--- src/rtl/mispredict_recovery_controller.sv ---
// mispredict_recovery_controller
//
// Sequences pipeline recovery after a branch/JALR misprediction from one of
// three execute-stage functional units. Each cycle, the oldest mispredicting
// FU relative to the ROB head is chosen as the candidate. The controller then
// holds a flush window of FLUSH_CYCLES cycles and hands the redirect PC to
// fetch through a valid/ready handshake. A strictly older misprediction
// arriving while a recovery is pending replaces it and restarts the flush.
//
// Optional feature macro: RECOVERY_STATS_EN
//   defined   -> stat_recoveries / stat_overrides are 32-bit wrapping counters
//   undefined -> both stat ports are tied to zero
//
// Ports:
//   clk, rst                      clock, asynchronous active-high reset
//   misprediction_0/1/2           FU x resolved a misprediction this cycle
//   correct_pc_0/1/2              redirect target from FU x
//   rob_idx_0/1/2                 ROB index of the instruction in FU x
//   rob_head                      current oldest ROB entry
//   flush_valid, flush_rob_idx    squash everything younger than flush_rob_idx
//   redirect_valid, redirect_pc   redirect request to fetch (pc word aligned)
//   redirect_ready                fetch accepts the redirect
//   recovery_busy                 recovery in progress; stalls dispatch
//   stat_recoveries               completed redirects
//   stat_overrides                pending recoveries replaced by an older one
module mispredict_recovery_controller #(
  parameter int DATA_WIDTH    = 32,
  parameter int ROB_IDX_WIDTH = 5,
  parameter int FLUSH_CYCLES  = 2
) (
  input  logic                     clk,
  input  logic                     rst,
  input  logic                     misprediction_0,
  input  logic                     misprediction_1,
  input  logic                     misprediction_2,
  input  logic [DATA_WIDTH-1:0]    correct_pc_0,
  input  logic [DATA_WIDTH-1:0]    correct_pc_1,
  input  logic [DATA_WIDTH-1:0]    correct_pc_2,
  input  logic [ROB_IDX_WIDTH-1:0] rob_idx_0,
  input  logic [ROB_IDX_WIDTH-1:0] rob_idx_1,
  input  logic [ROB_IDX_WIDTH-1:0] rob_idx_2,
  input  logic [ROB_IDX_WIDTH-1:0] rob_head,
  output logic                     flush_valid,
  output logic [ROB_IDX_WIDTH-1:0] flush_rob_idx,
  output logic                     redirect_valid,
  output logic [DATA_WIDTH-1:0]    redirect_pc,
  input  logic                     redirect_ready,
  output logic                     recovery_busy,
  output logic [31:0]              stat_recoveries,
  output logic [31:0]              stat_overrides
);

  typedef enum logic [1:0] {
    IDLE     = 2'd0,
    FLUSH    = 2'd1,
    REDIRECT = 2'd2
  } state_t;

  localparam logic [3:0]            FLUSH_LOAD    = 4'(FLUSH_CYCLES);
  localparam logic [DATA_WIDTH-1:0] PC_ALIGN_MASK = {{(DATA_WIDTH-2){1'b1}}, 2'b00};

  state_t                   state, next_state;
  logic [ROB_IDX_WIDTH-1:0] stored_idx, next_idx;
  logic [DATA_WIDTH-1:0]    stored_pc, next_pc;
  logic [3:0]               cnt, next_cnt;

  // Candidate selection: ages are distances from the ROB head, so the
  // modulo subtraction handles pointer wrap. Strict '<' keeps the lower FU
  // index on equal ages.
  logic [ROB_IDX_WIDTH-1:0] age_0, age_1, age_2;
  logic [ROB_IDX_WIDTH-1:0] cand_age, cand_idx, stored_age;
  logic [DATA_WIDTH-1:0]    cand_pc;
  logic                     cand_valid;
  logic                     cand_older;

  always_comb begin
    age_0      = rob_idx_0 - rob_head;
    age_1      = rob_idx_1 - rob_head;
    age_2      = rob_idx_2 - rob_head;
    cand_valid = misprediction_0;
    cand_idx   = rob_idx_0;
    cand_pc    = correct_pc_0;
    cand_age   = age_0;
    if (misprediction_1 && (!cand_valid || (age_1 < cand_age))) begin
      cand_valid = 1'b1;
      cand_idx   = rob_idx_1;
      cand_pc    = correct_pc_1;
      cand_age   = age_1;
    end
    if (misprediction_2 && (!cand_valid || (age_2 < cand_age))) begin
      cand_valid = 1'b1;
      cand_idx   = rob_idx_2;
      cand_pc    = correct_pc_2;
      cand_age   = age_2;
    end
    // Pending entry's age moves with the head, so recompute every cycle.
    stored_age = stored_idx - rob_head;
    cand_older = cand_valid && (cand_age < stored_age);
  end

  always_comb begin
    next_state = state;
    next_idx   = stored_idx;
    next_pc    = stored_pc;
    next_cnt   = cnt;
    unique case (state)
      IDLE: begin
        if (cand_valid) begin
          next_state = FLUSH;
          next_idx   = cand_idx;
          next_pc    = cand_pc;
          next_cnt   = FLUSH_LOAD;
        end
      end
      FLUSH: begin
        if (cand_older) begin
          next_idx = cand_idx;
          next_pc  = cand_pc;
          next_cnt = FLUSH_LOAD;
        end else if (cnt == 4'd1) begin
          next_state = REDIRECT;
        end else begin
          next_cnt = cnt - 4'd1;
        end
      end
      REDIRECT: begin
        // An older override beats a same-cycle handshake; any other
        // candidate in the handshake cycle starts a fresh recovery directly.
        if (cand_older) begin
          next_state = FLUSH;
          next_idx   = cand_idx;
          next_pc    = cand_pc;
          next_cnt   = FLUSH_LOAD;
        end else if (redirect_ready) begin
          if (cand_valid) begin
            next_state = FLUSH;
            next_idx   = cand_idx;
            next_pc    = cand_pc;
            next_cnt   = FLUSH_LOAD;
          end else begin
            next_state = IDLE;
          end
        end
      end
      default: next_state = IDLE;
    endcase
  end

  // Outputs are registered from the next-state values so they line up with
  // the state they describe.
  always_ff @(posedge clk or posedge rst) begin
    if (rst) begin
      state          <= IDLE;
      stored_idx     <= '0;
      stored_pc      <= '0;
      cnt            <= '0;
      flush_valid    <= 1'b0;
      flush_rob_idx  <= '0;
      redirect_valid <= 1'b0;
      redirect_pc    <= '0;
      recovery_busy  <= 1'b0;
    end else begin
      state          <= next_state;
      stored_idx     <= next_idx;
      stored_pc      <= next_pc;
      cnt            <= next_cnt;
      flush_valid    <= (next_state == FLUSH);
      flush_rob_idx  <= next_idx;
      redirect_valid <= (next_state == REDIRECT);
      redirect_pc    <= next_pc & PC_ALIGN_MASK;
      recovery_busy  <= (next_state != IDLE);
    end
  end

`ifdef RECOVERY_STATS_EN
  logic [31:0] recov_q, ovr_q;

  always_ff @(posedge clk or posedge rst) begin
    if (rst) begin
      recov_q <= '0;
      ovr_q   <= '0;
    end else if ((state != IDLE) && cand_older) begin
      ovr_q <= ovr_q + 32'd1;
    end else if ((state == REDIRECT) && redirect_ready) begin
      recov_q <= recov_q + 32'd1;
    end
  end

  assign stat_recoveries = recov_q;
  assign stat_overrides  = ovr_q;
`else
  assign stat_recoveries = '0;
  assign stat_overrides  = '0;
`endif

endmodule

--- config.mk ---
export PLATFORM = sky130hd
export DESIGN_NAME = mispredict_recovery_controller
export DESIGN_NICKNAME = d
export VERILOG_FILES = /design/src/rtl/mispredict_recovery_controller.sv
export SDC_FILE = /design/constraint.sdc
export NUM_CORES = 1
export LEC_CHECK = 0
export BUFFER_PORTS_ARGS = -buffer_cell sky130_fd_sc_hd__buf_2
export CORE_ASPECT_RATIO = 0.5
export CORE_MARGIN = 5
export CORE_UTILIZATION = 52
export CTS_CLUSTER_SIZE = 28
export DETAILED_ROUTE_END_ITERATION = 10
export HOLD_SLACK_MARGIN = 0.12
export PLACE_DENSITY_LB_ADDON = 0.25
export SYNTH_ARGS = -nofsm -noshare
export SYNTH_HDL_FRONTEND = slang
export SYNTH_SLANG_ARGS = --single-unit
export TNS_END_PERCENT = 100
--- constraint.sdc ---
create_clock -name clk -period 5.6 [get_ports clk]
set_input_delay 0.28 -clock clk [delete_from_list [all_inputs] [get_ports clk]]
set_output_delay 0.28 -clock clk [all_outputs]
set_load 0.02 [all_outputs]
==> results of run 1 <==
[registers in the layout, summed over array words and instances, names as in the netlist]
register        flops
state               2
flush_valid         1
recovery_busy       1
stored_idx          5
redirect_valid      1
cnt                 4
stored_pc          30
[cells by family after synthesis]
family          after synthesis  share of synthesized area, %
buf+inv                     140                          18.0
compound gates              120                          22.8
simple gates                 65                          7.40
other cells                   1                        0.0784
xor+xnor                     14                          2.56
flops                        44                          23.0
mux                          71                          15.8
fa+ha+maj                    37                          10.3
[metal layers]
metal / global-route usage, % / part of all wire, %
met1: 24.1 / 42
met2: 36.5 / 50
met3: 4.71 / 6.9
met4: 4.19 / 1.2
met5: 0 / 0
[path summary, 6_finish.rpt]
check                                start       endpoint
setup / recovery              rob_idx_0[0]  stored_pc[23]
hold / removal                         rst  stored_pc[20]
setup reg to reg             stored_idx[0]  stored_pc[23]
hold reg to reg              stored_pc[23]  stored_pc[23]
max in group asynchronous              rst  stored_pc[30]
min in group clk           correct_pc_2[9]   stored_pc[9]
[metrics by stage]
| stage | setup TNS [ns] | setup WS, ns |
|---|---|---|
| floorplan | -7.94 | -0.254 |
| global placement | -4.49 | -0.140 |
| detailed placement | -8.99 | -0.259 |
| CTS | 0 | 0.0215 |
| global route | -8.03 | -0.225 |
| finish | 0 | 0.0539 |
[cells in the mapped netlist, types with 3 or more instances]
master,count
a211oi_1,6
a21o_1,9
a21oi_1,17
a21oi_2,3
a31oi_1,4
buf_2,5
buf_4,67
buf_6,6
buf_8,3
dfrtp_1,44
fa_1,4
ha_1,33
inv_1,57
mux2_1,5
mux2_2,29
mux2i_1,37
nand2_1,14
nand3_1,5
nand4_1,6
nor2_1,14
nor2b_1,3
nor3_1,5
o2111ai_1,3
o21ai_0,15
o22ai_1,6
o22ai_2,31
o32ai_1,3
xnor2_1,8
xor2_1,6
[power by group]
| group | internal, mW | switching [mW] |
|---|---|---|
| registers | 0.493 | 0.0870 |
| logic | 1.68 | 1.73 |
| clock network | 0.212 | 0.127 |
| total | 2.38 | 1.94 |
[layout make-up]
cell class	count	area [sq um]	share of cell area, %
sequential	44	1100	17.4
clock inverter	3	46.3	0.731
tap	117	146	2.31
multi-input combinational	373	3280	51.8
timing repair buffer	211	1410	22.3
clock buffer	5	125	1.98
inverter	57	223	3.52
[layout by cell type (no fill, tap or decap), types with 17 or more instances in the layout]
cell type	count
buf_2	151
conb_1	66
inv_1	52
dfrtp_1	44
buf_4	42
mux2i_1	37
o22ai_2	33
mux2_2	29
ha_1	29
a21oi_1	17
[worst max-delay path: cells and delay by family]
kind                     cells  cell delay (ns)
AO/OA/AOI/OAI               12             2.02
adder cells (fa/ha/maj)      5             1.47
AND/OR/NAND/NOR              5             0.88
buffers and inverters        6             0.62
XOR/XNOR                     1             0.21
multiplexers                 1             0.21
[timing repair]
action	CTS	global route
endpoints found under the setup margin	0	44
buffers inserted	0	7
endpoints found under the hold margin	0	0
gates resized for setup	0	32
==> metrics.cfg, run 1 <==
[grt]
antenna_found_initial=0
grt_start_max_net_pins=45
grt_pass1_wl_mm=18.9
grt_pass1_vias=3990
grtUsageTotal_pct=19.9
grt_overflow=0

[worst_setup_path]
crit_type=in -> reg
r2r_slack_ns=2.02
cp-end-kind=register
start_kind=input pin
critPathMaxFanout=7
slowest_stage=fa_2
critPathMaxStageDelay_ns=0.53
r2r_cells=16
path_common_cell=ha_1
arrival_ns=5.72
worstPathRequired_ns=5.77

[power]
p_leak_nw=3.18
vdd.ir_drop.worst_mv=0.372
finalPower_mw=4.33
p_per_area_nw_per_um2=683

[routing]
ant_nets=0
first_iter_violations=204
wl_per_cell_um=16.0
first_pass_iters=5
drc=0
routed_wl_mm=13.0
route.vias.total=4131
via_per_inst=5.10

[finish]
postLayoutCoreUtil_pct=71.7
fin_nets=851
antenna_cells=0
final_cell_area_sq_um=6330
drive_above_1_share_pct=47.6
fill_cells=650
fin_cells=810
syn_to_final_growth_pct=32.4

[cts]
clockBufferDepth=2
clock_latency_ns=0.29
clkTransAtPathRegs_ns=0.07
cts_tree=built
cts_buffers=5
htreeDepth=2
root_buffer=clkbuf_16
clkSinkCount=44
cts_hold_buf=0

[yosys]
async_flop_share_pct=100
netlist_area_sq_um=4780
synthTopCellsByArea=dfrtp_1 23%, buf_4 11%, ha_1 8.6%
synth_warnings=0
postSynthAreaPerCell_sq_um=9.72
synth-seq-cells=44
synthCells=492
synth-seq-area-share_pct=23.0
synth_ff_type=dfrtp_1
synth_edf_count=0
synthDistinctLibCells=65
yosysTopAreaCell=dfrtp_1
yosysTopAreaCellShare_pct=23.0

[sta]
final_max_slew_viol_count=0
rsz0062_at_grt=yes
holdWs_ns=0.189
finalCriticalPeriod_ns=5.55
worst-slew-pin-transition_ns=0.915
fmax_mhz=180
finalHoldViolCount=0
setup_viol=0
slew-limit-headroom_pct=38.9
skew_ns=0.0103
fin_crit_sh_pct=99.0

[die]
die_h_um=77.8
die_area_sq_um=11300
die_w_um=146
pin_count=226
fp-row-count=24
start_util_pct=54.2
core_area_sq_um=8830

[outcome]
status=finished, final reports clean

[place]
hpwlAfterDp_mm=9.97
gp_congestion=0.863
dp_cells=789
place_area_sq_um=5770
port_buffers=153

[min_path]
hold_path.class=in -> async

[job]
drv_cap=0

Power figures use the tool's default switching activity.
==> run 2: changes to the inputs <==
--- a/config.mk
+++ b/config.mk
@@ -6,9 +6,11 @@
 export NUM_CORES = 1
 export LEC_CHECK = 0
 export BUFFER_PORTS_ARGS = -buffer_cell sky130_fd_sc_hd__buf_2
+export CELL_PAD_IN_SITES_DETAIL_PLACEMENT = 0
+export CELL_PAD_IN_SITES_GLOBAL_PLACEMENT = 1
 export CORE_ASPECT_RATIO = 0.5
 export CORE_MARGIN = 5
-export CORE_UTILIZATION = 52
+export CORE_UTILIZATION = 38
 export CTS_CLUSTER_SIZE = 28
 export DETAILED_ROUTE_END_ITERATION = 10
 export HOLD_SLACK_MARGIN = 0.12
==> run 2 against run 1 <==
Total power shrank 8.5%. Utilization shrank 21 points. Wire length shrank 1.4%. Highest routed layer unchanged.
==> metrics.cfg, run 2 (synthesis gave the netlist of run 1 again) <==
[grt]
grt_use_met2_pct=28.3  ; -8.2 points
grtUsageTotal_pct=15.9  ; -4.1 points
antenna_found_initial=0  ; unchanged
grt_use_met3_pct=2.96  ; -1.8 points
grt_overflow=0  ; unchanged
grtUsageMet1_pct=20.9  ; -3.2 points
grt_pass1_wl_mm=19.7  ; +3.9%
busiest_layer=met2
grt_start_max_net_pins=45  ; unchanged
grt_pass1_vias=4035  ; +1.1%

[die]
die_h_um=89.3  ; +15%
start_util_pct=38.3  ; -16 points
core_area_sq_um=12500  ; +41%
die_area_sq_um=15100  ; +33%
pin_count=226  ; unchanged
fp-row-count=29  ; +21%
die_w_um=169  ; +16%

[job]
drv_cap=0  ; unchanged

[finish]
largest_reg_flops=30  ; unchanged
antenna_cells=0  ; unchanged
top_register=stored_pc
final_cell_mix=151 x buf_2, 66 x conb_1, 52 x inv_1, 48 x buf_4, 44 x dfrtp_1
syn_to_final_growth_pct=31.6
fin_nets=852  ; +0.12%
reg.largest.list=stored_pc: 30 flops, stored_idx: 5 flops, cnt: 4 flops
final_cell_area_sq_um=6290  ; -0.57%
layout_commonest_cell=buf_2
drive_above_1_share_pct=47.7  ; +0.075 points

[worst_setup_path]
start_kind=input pin
crit_type=in -> reg
worstPathRequired_ns=5.77  ; about the same
critPathMaxFanout=6  ; -1
critPathMaxStageDelay_ns=0.42  ; -0.11 ns
slowest_stage=or4_4
cp-end-kind=register
cp_num_buf_inv=6  ; unchanged
cp_top_family=compound AO/OA/AOI/OAI gates
arrival_ns=5.58  ; -0.14 ns

[sta]
finalCriticalPeriod_ns=5.41  ; -0.136 ns
fin_crit_sh_pct=96.6  ; -2.4 points
worst-slew-pin-transition_ns=0.991  ; +0.0759 ns
final_max_slew_viol_count=0  ; unchanged
setup_slack_ns=0.190  ; +0.136 ns
rsz0062_at_grt=yes
fmax_mhz=185  ; +2.5%
setup_viol=0  ; unchanged
skew_ns=0.00559  ; -0.00473 ns
finalHoldViolCount=0  ; unchanged
slew-limit-headroom_pct=33.8  ; -5.1 points

[place]
post-place-ws_ns=-0.214  ; +0.0446 ns
hpwlAfterDp_mm=10.2  ; +2.8%
gp_congestion=0.836  ; -3.1%
port_buffers=153  ; unchanged
place_area_sq_um=5850  ; +1.5%

[routing]
first_iter_violations=153  ; -25%
drc=0  ; unchanged
first_pass_iters=4  ; -1
ant_nets=0  ; unchanged
wl_per_cell_um=14.8  ; -7.5%
routed_wl_mm=12.8  ; -1.4%
route.vias.total=4076  ; -1.3%
via_per_inst=4.72  ; -7.5%

[power]
vdd.ir_drop.worst_mv=0.300  ; -19%
p_leak_nw=3.15  ; -0.93%
p_per_area_nw_per_um2=629  ; -8.0%

[cts]
clkSinkCount=44  ; unchanged
htreeDepth=2  ; unchanged
cts_hold_buf=0  ; unchanged
cts_buffers=5  ; unchanged
clock_latency_ns=0.29  ; about the same
clkTransAtPathRegs_ns=0.07  ; about the same
root_buffer=clkbuf_16
clockBufferDepth=2  ; unchanged
cts_tree=built

[outcome]
status=finished, final reports clean

[min_path]
hold_path.class=in -> async

[run 2: changes by cell type in the layout (fill, tap and decap cells not counted), sizes merged]
| cell | change |
|---|---|
| buf | +4 |
| clkbuf | -2 |
| clkinv | +1 |
| clkinvlp | -1 |
| inv | -1 |
[run 2: worst register-to-register path: cells and delay by family (launching register included)]
kind	cells	cell delay, ns
flops	1	0.37
fa+ha+maj	3	0.84
xor+xnor	1	0.17
simple gates	2	0.51
compound gates	6	0.99
buf+inv	4	0.49
[run 2: final timing paths]
kind,startpoint,endpoint,slack [ns],depth (start not counted)
max,rob_idx_1[0],stored_pc[15],0.19,30
max reg2reg,stored_idx[0],stored_pc[15],2.09,16
min,rst,redirect_valid,0.22,2
min in group clk,correct_pc_2[12],stored_pc[12],0.28,3
min reg2reg,stored_pc[20],stored_pc[20],0.53,2
max in group asynchronous,rst,stored_pc[15],4.76,2
[run 2: final cells by class]
cell class | instances | area [sq um]
Tap cell | 170 | 213
Fill cell | 1200 | 6190
Timing Repair Buffer | 212 | 1330
Inverter | 57 | 223
Clock inverter | 2 | 38.8
Sequential cell | 44 | 1100
Multi-Input combinational cell | 373 | 3250
Clock buffer | 6 | 139
[run 2: metal layers]
layer,share of wire [%],up-vias
met5,0,-
met4,0.67,0
met3,6.3,8
met2,47,142
met1,46,1894
li1,-,2032
[run 2: what timing repair did]
item | in CTS | in global routing
endpoints found under the setup margin | 0 | 44
endpoints found under the hold margin | 0 | 0
buffers inserted | 0 | 4
resized for setup | 0 | 28
[run 2: through the flow]
stage / hold WS [ns] / setup TNS [ns] / util (%) / cells / total power, mW
6_report: 0.220 / 0 / 50.4 / 864 / 3.96
5_1_grt: 0.283 / -3.98 / 50.4 / 864 / 4.26
4_1_cts: 0.262 / 0 / 48.3 / 856 / 3.54
3_5_place_dp: 0.510 / -7.69 / 46.9 / 848 / 3.17
3_3_place_gp: 0.489 / -3.02 / 46.9 / 848 / 3.12
2_1_floorplan: 0.482 / -7.94 / - / 557 / 2.59
[run 2: power by group]
group | internal [mW] | switching (mW) | total (mW)
registers | 0.493 | 0.0858 | 0.578
logic | 1.42 | 1.61 | 3.02
clock network | 0.224 | 0.134 | 0.358
total | 2.13 | 1.83 | 3.96
==> run 3: changes to the inputs <==
--- a/config.mk
+++ b/config.mk
@@ -10,7 +10,7 @@
 export CELL_PAD_IN_SITES_GLOBAL_PLACEMENT = 1
 export CORE_ASPECT_RATIO = 0.5
 export CORE_MARGIN = 5
-export CORE_UTILIZATION = 38
+export CORE_UTILIZATION = 35
 export CTS_CLUSTER_SIZE = 28
 export DETAILED_ROUTE_END_ITERATION = 10
 export HOLD_SLACK_MARGIN = 0.12
==> constraint.sdc (replaced) <==
create_clock -name clk -period 5.4 [get_ports clk]
set_input_delay 0.27 -clock clk [delete_from_list [all_inputs] [get_ports clk]]
set_output_delay 0.27 -clock clk [all_outputs]
set_load 0.02 [all_outputs]
==> run 3 against run 2 <==
The run now ends with setup timing left. Wire length up 6.3%. Clock-buffer cell count down 1. Register-to-register slack worse by 0.27 ns. Flip-flop and latch count unchanged. Global-route usage down 0.099 points. First-iteration DRC count up 25%. Non-clock buffer count up 21. Clock power about the same. Sequential share of layout area down 0.88 points. Worst setup slack worse by 0.23 ns. Cell count up 3.1%. Critical path type unchanged. Critical endpoint is now stored_pc[20]. Highest routed layer is now met5.
==> metrics.cfg, run 3 (synthesis gave the netlist of run 1 again) <==
[outcome]
status=complete, but fails checks
violations=setup timing

[sta]
setup_slack_ns=-0.0432  ; -0.233 ns
finalCriticalPeriod_ns=5.44
rsz0062_at_grt=yes
slew-limit-headroom_pct=27.1  ; -6.8 points
worst-slew-pin-transition_ns=1.09  ; +0.0994 ns
tns_ns=-0.915  ; -0.915 ns
setup_viol=34  ; +34
finalHoldViolCount=0  ; unchanged
skew_ns=0.0102  ; +0.00461 ns
fmax_mhz=184
fin_crit_sh_pct=101
final_max_slew_viol_count=0  ; unchanged

[grt]
grtUsageTotal_pct=15.8  ; -0.099 points
grt_use_met3_pct=3.59  ; +0.63 points
grtUsageMet1_pct=20.7  ; -0.15 points
grt_overflow=0  ; unchanged
grt_pass1_vias=4232  ; +4.9%
grt_start_max_net_pins=45  ; unchanged
busiest_layer=met2
antenna_found_initial=1  ; +1
grt_pass1_wl_mm=20.9  ; +6.2%
grt_use_met2_pct=27.0  ; -1.4 points

[routing]
via_per_inst=4.64  ; -1.7%
route.vias.total=4132  ; +1.4%
first_iter_violations=191  ; +25%
ant_nets=0  ; unchanged
wl_per_cell_um=15.3  ; +3.1%
drc=0  ; unchanged
first_pass_iters=4  ; unchanged
routed_wl_mm=13.6  ; +6.3%

[worst_setup_path]
cp-end-kind=register
critPathMaxFanout=4  ; -2
start_kind=input pin
slowest_stage=fa_2
critPathMaxStageDelay_ns=0.56  ; +0.14 ns
crit_type=in -> reg
worstPathRequired_ns=5.57  ; -0.20 ns
arrival_ns=5.61  ; +0.03 ns

[finish]
drive_above_1_share_pct=51.2  ; +3.5 points
syn_to_final_growth_pct=38.6
final_cell_mix=149 x buf_2, 70 x buf_4, 66 x conb_1, 50 x inv_1, 44 x dfrtp_1
fill_cells=1293  ; +7.8%
largest_reg_flops=30  ; unchanged
fin_nets=873  ; +2.5%
antenna_cells=0  ; unchanged
reg.largest.list=stored_pc: 30 flops, stored_idx: 5 flops, cnt: 4 flops
top_register=stored_pc
postLayoutCoreUtil_pct=49.2  ; -1.2 points
layout_commonest_cell=buf_2

[die]
pin_count=226  ; unchanged
die_h_um=92.7  ; +3.7%
fp-row-count=30  ; +3.4%
core_area_sq_um=13500  ; +8.0%
die_area_sq_um=16200  ; +7.8%
die_w_um=175  ; +3.9%
start_util_pct=35.5  ; -2.8 points

[place]
port_buffers=153  ; unchanged
hpwlAfterDp_mm=10.5  ; +2.2%
gp_congestion=0.782  ; -6.4%

[cts]
clkSinkCount=44  ; unchanged
htreeDepth=2  ; unchanged
root_buffer=clkbuf_16
clock_latency_ns=0.29  ; about the same
cts_tree=built
clkTransAtPathRegs_ns=0.07  ; about the same
clockBufferDepth=2  ; unchanged
cts_buffers=5  ; unchanged

[power]
p_leak_nw=3.28  ; +4.1%
vdd.ir_drop.worst_mv=0.445  ; +48%
p_per_area_nw_per_um2=681  ; +8.4%

[min_path]
hold_path.class=in -> async

[job]
drv_cap=0  ; unchanged

[run 3: worst max-delay path, delay by kind of cell]
family / cells / cell delay, ns
AOI/OAI and AO/OA: 13 / 2.31
adders and majority gates: 5 / 1.41
buffers and inverters: 7 / 0.75
muxes: 1 / 0.22
and+or+nand+nor: 4 / 0.65
[run 3: final cells by class]
class | instances | area, sq um | area share (%)
sequential | 44 | 1100 | 16.6
timing repair buffer | 233 | 1540 | 23.2
multi-input combinational | 373 | 3380 | 50.9
tap | 176 | 220 | 3.32
clock inverter | 3 | 46.3 | 0.698
inverter | 57 | 220 | 3.32
clock buffer | 5 | 125 | 1.89
[run 3: worst paths after layout]
path,endpoint,depth (start not counted),slack [ns],start
min in group clk,stored_pc[13],3,0.27,correct_pc_2[13]
worst min register to register,stored_pc[20],2,0.53,stored_pc[20]
worst max register to register,stored_pc[20],16,1.82,stored_idx[0]
worst max-delay path,stored_pc[20],30,-0.04,rob_idx_0[0]
max in group asynchronous,stored_pc[25],3,4.88,rst
worst min-delay path,cnt[1],3,0.1,rst
[run 3: what timing repair did]
item | CTS | global route
setup endpoints to repair | 37 | 44
pin swaps | 11 | 21
hold buffers | 0 | 0
buffers inserted | 15 | 7
gates resized for setup | 22 | 31
hold endpoints to repair | 0 | 0
gates cloned | 3 | 2
[run 3: metal layers]
metal  wire length, um  vias up
li1                  -     2072
met1              6080     1910
met2              6380      136
met3              1000       12
met4               141        2
met5                 7        -
[run 3: stage by stage]
stage	power, mW	setup WS [ns]	cells	hold slack, ns	instance area, sq um
2_1_floorplan	2.68	-0.444	557	0.472	5120
3_3_place_gp	3.32	-0.293	857	0.457	5900
3_5_place_dp	3.36	-0.392	857	0.453	5900
4_1_cts	4.17	-0.00425	882	0.136	6340
5_1_grt	4.83	-0.239	891	0.171	6630
6_report	4.52	-0.0432	891	0.0964	6630
[run 3: where the power goes]
group          total, mW  internal, mW  switching, mW
sequential         0.597         0.511         0.0863
clock              0.359         0.220          0.139
combinational       3.56          1.75           1.82
total               4.52          2.48           2.04
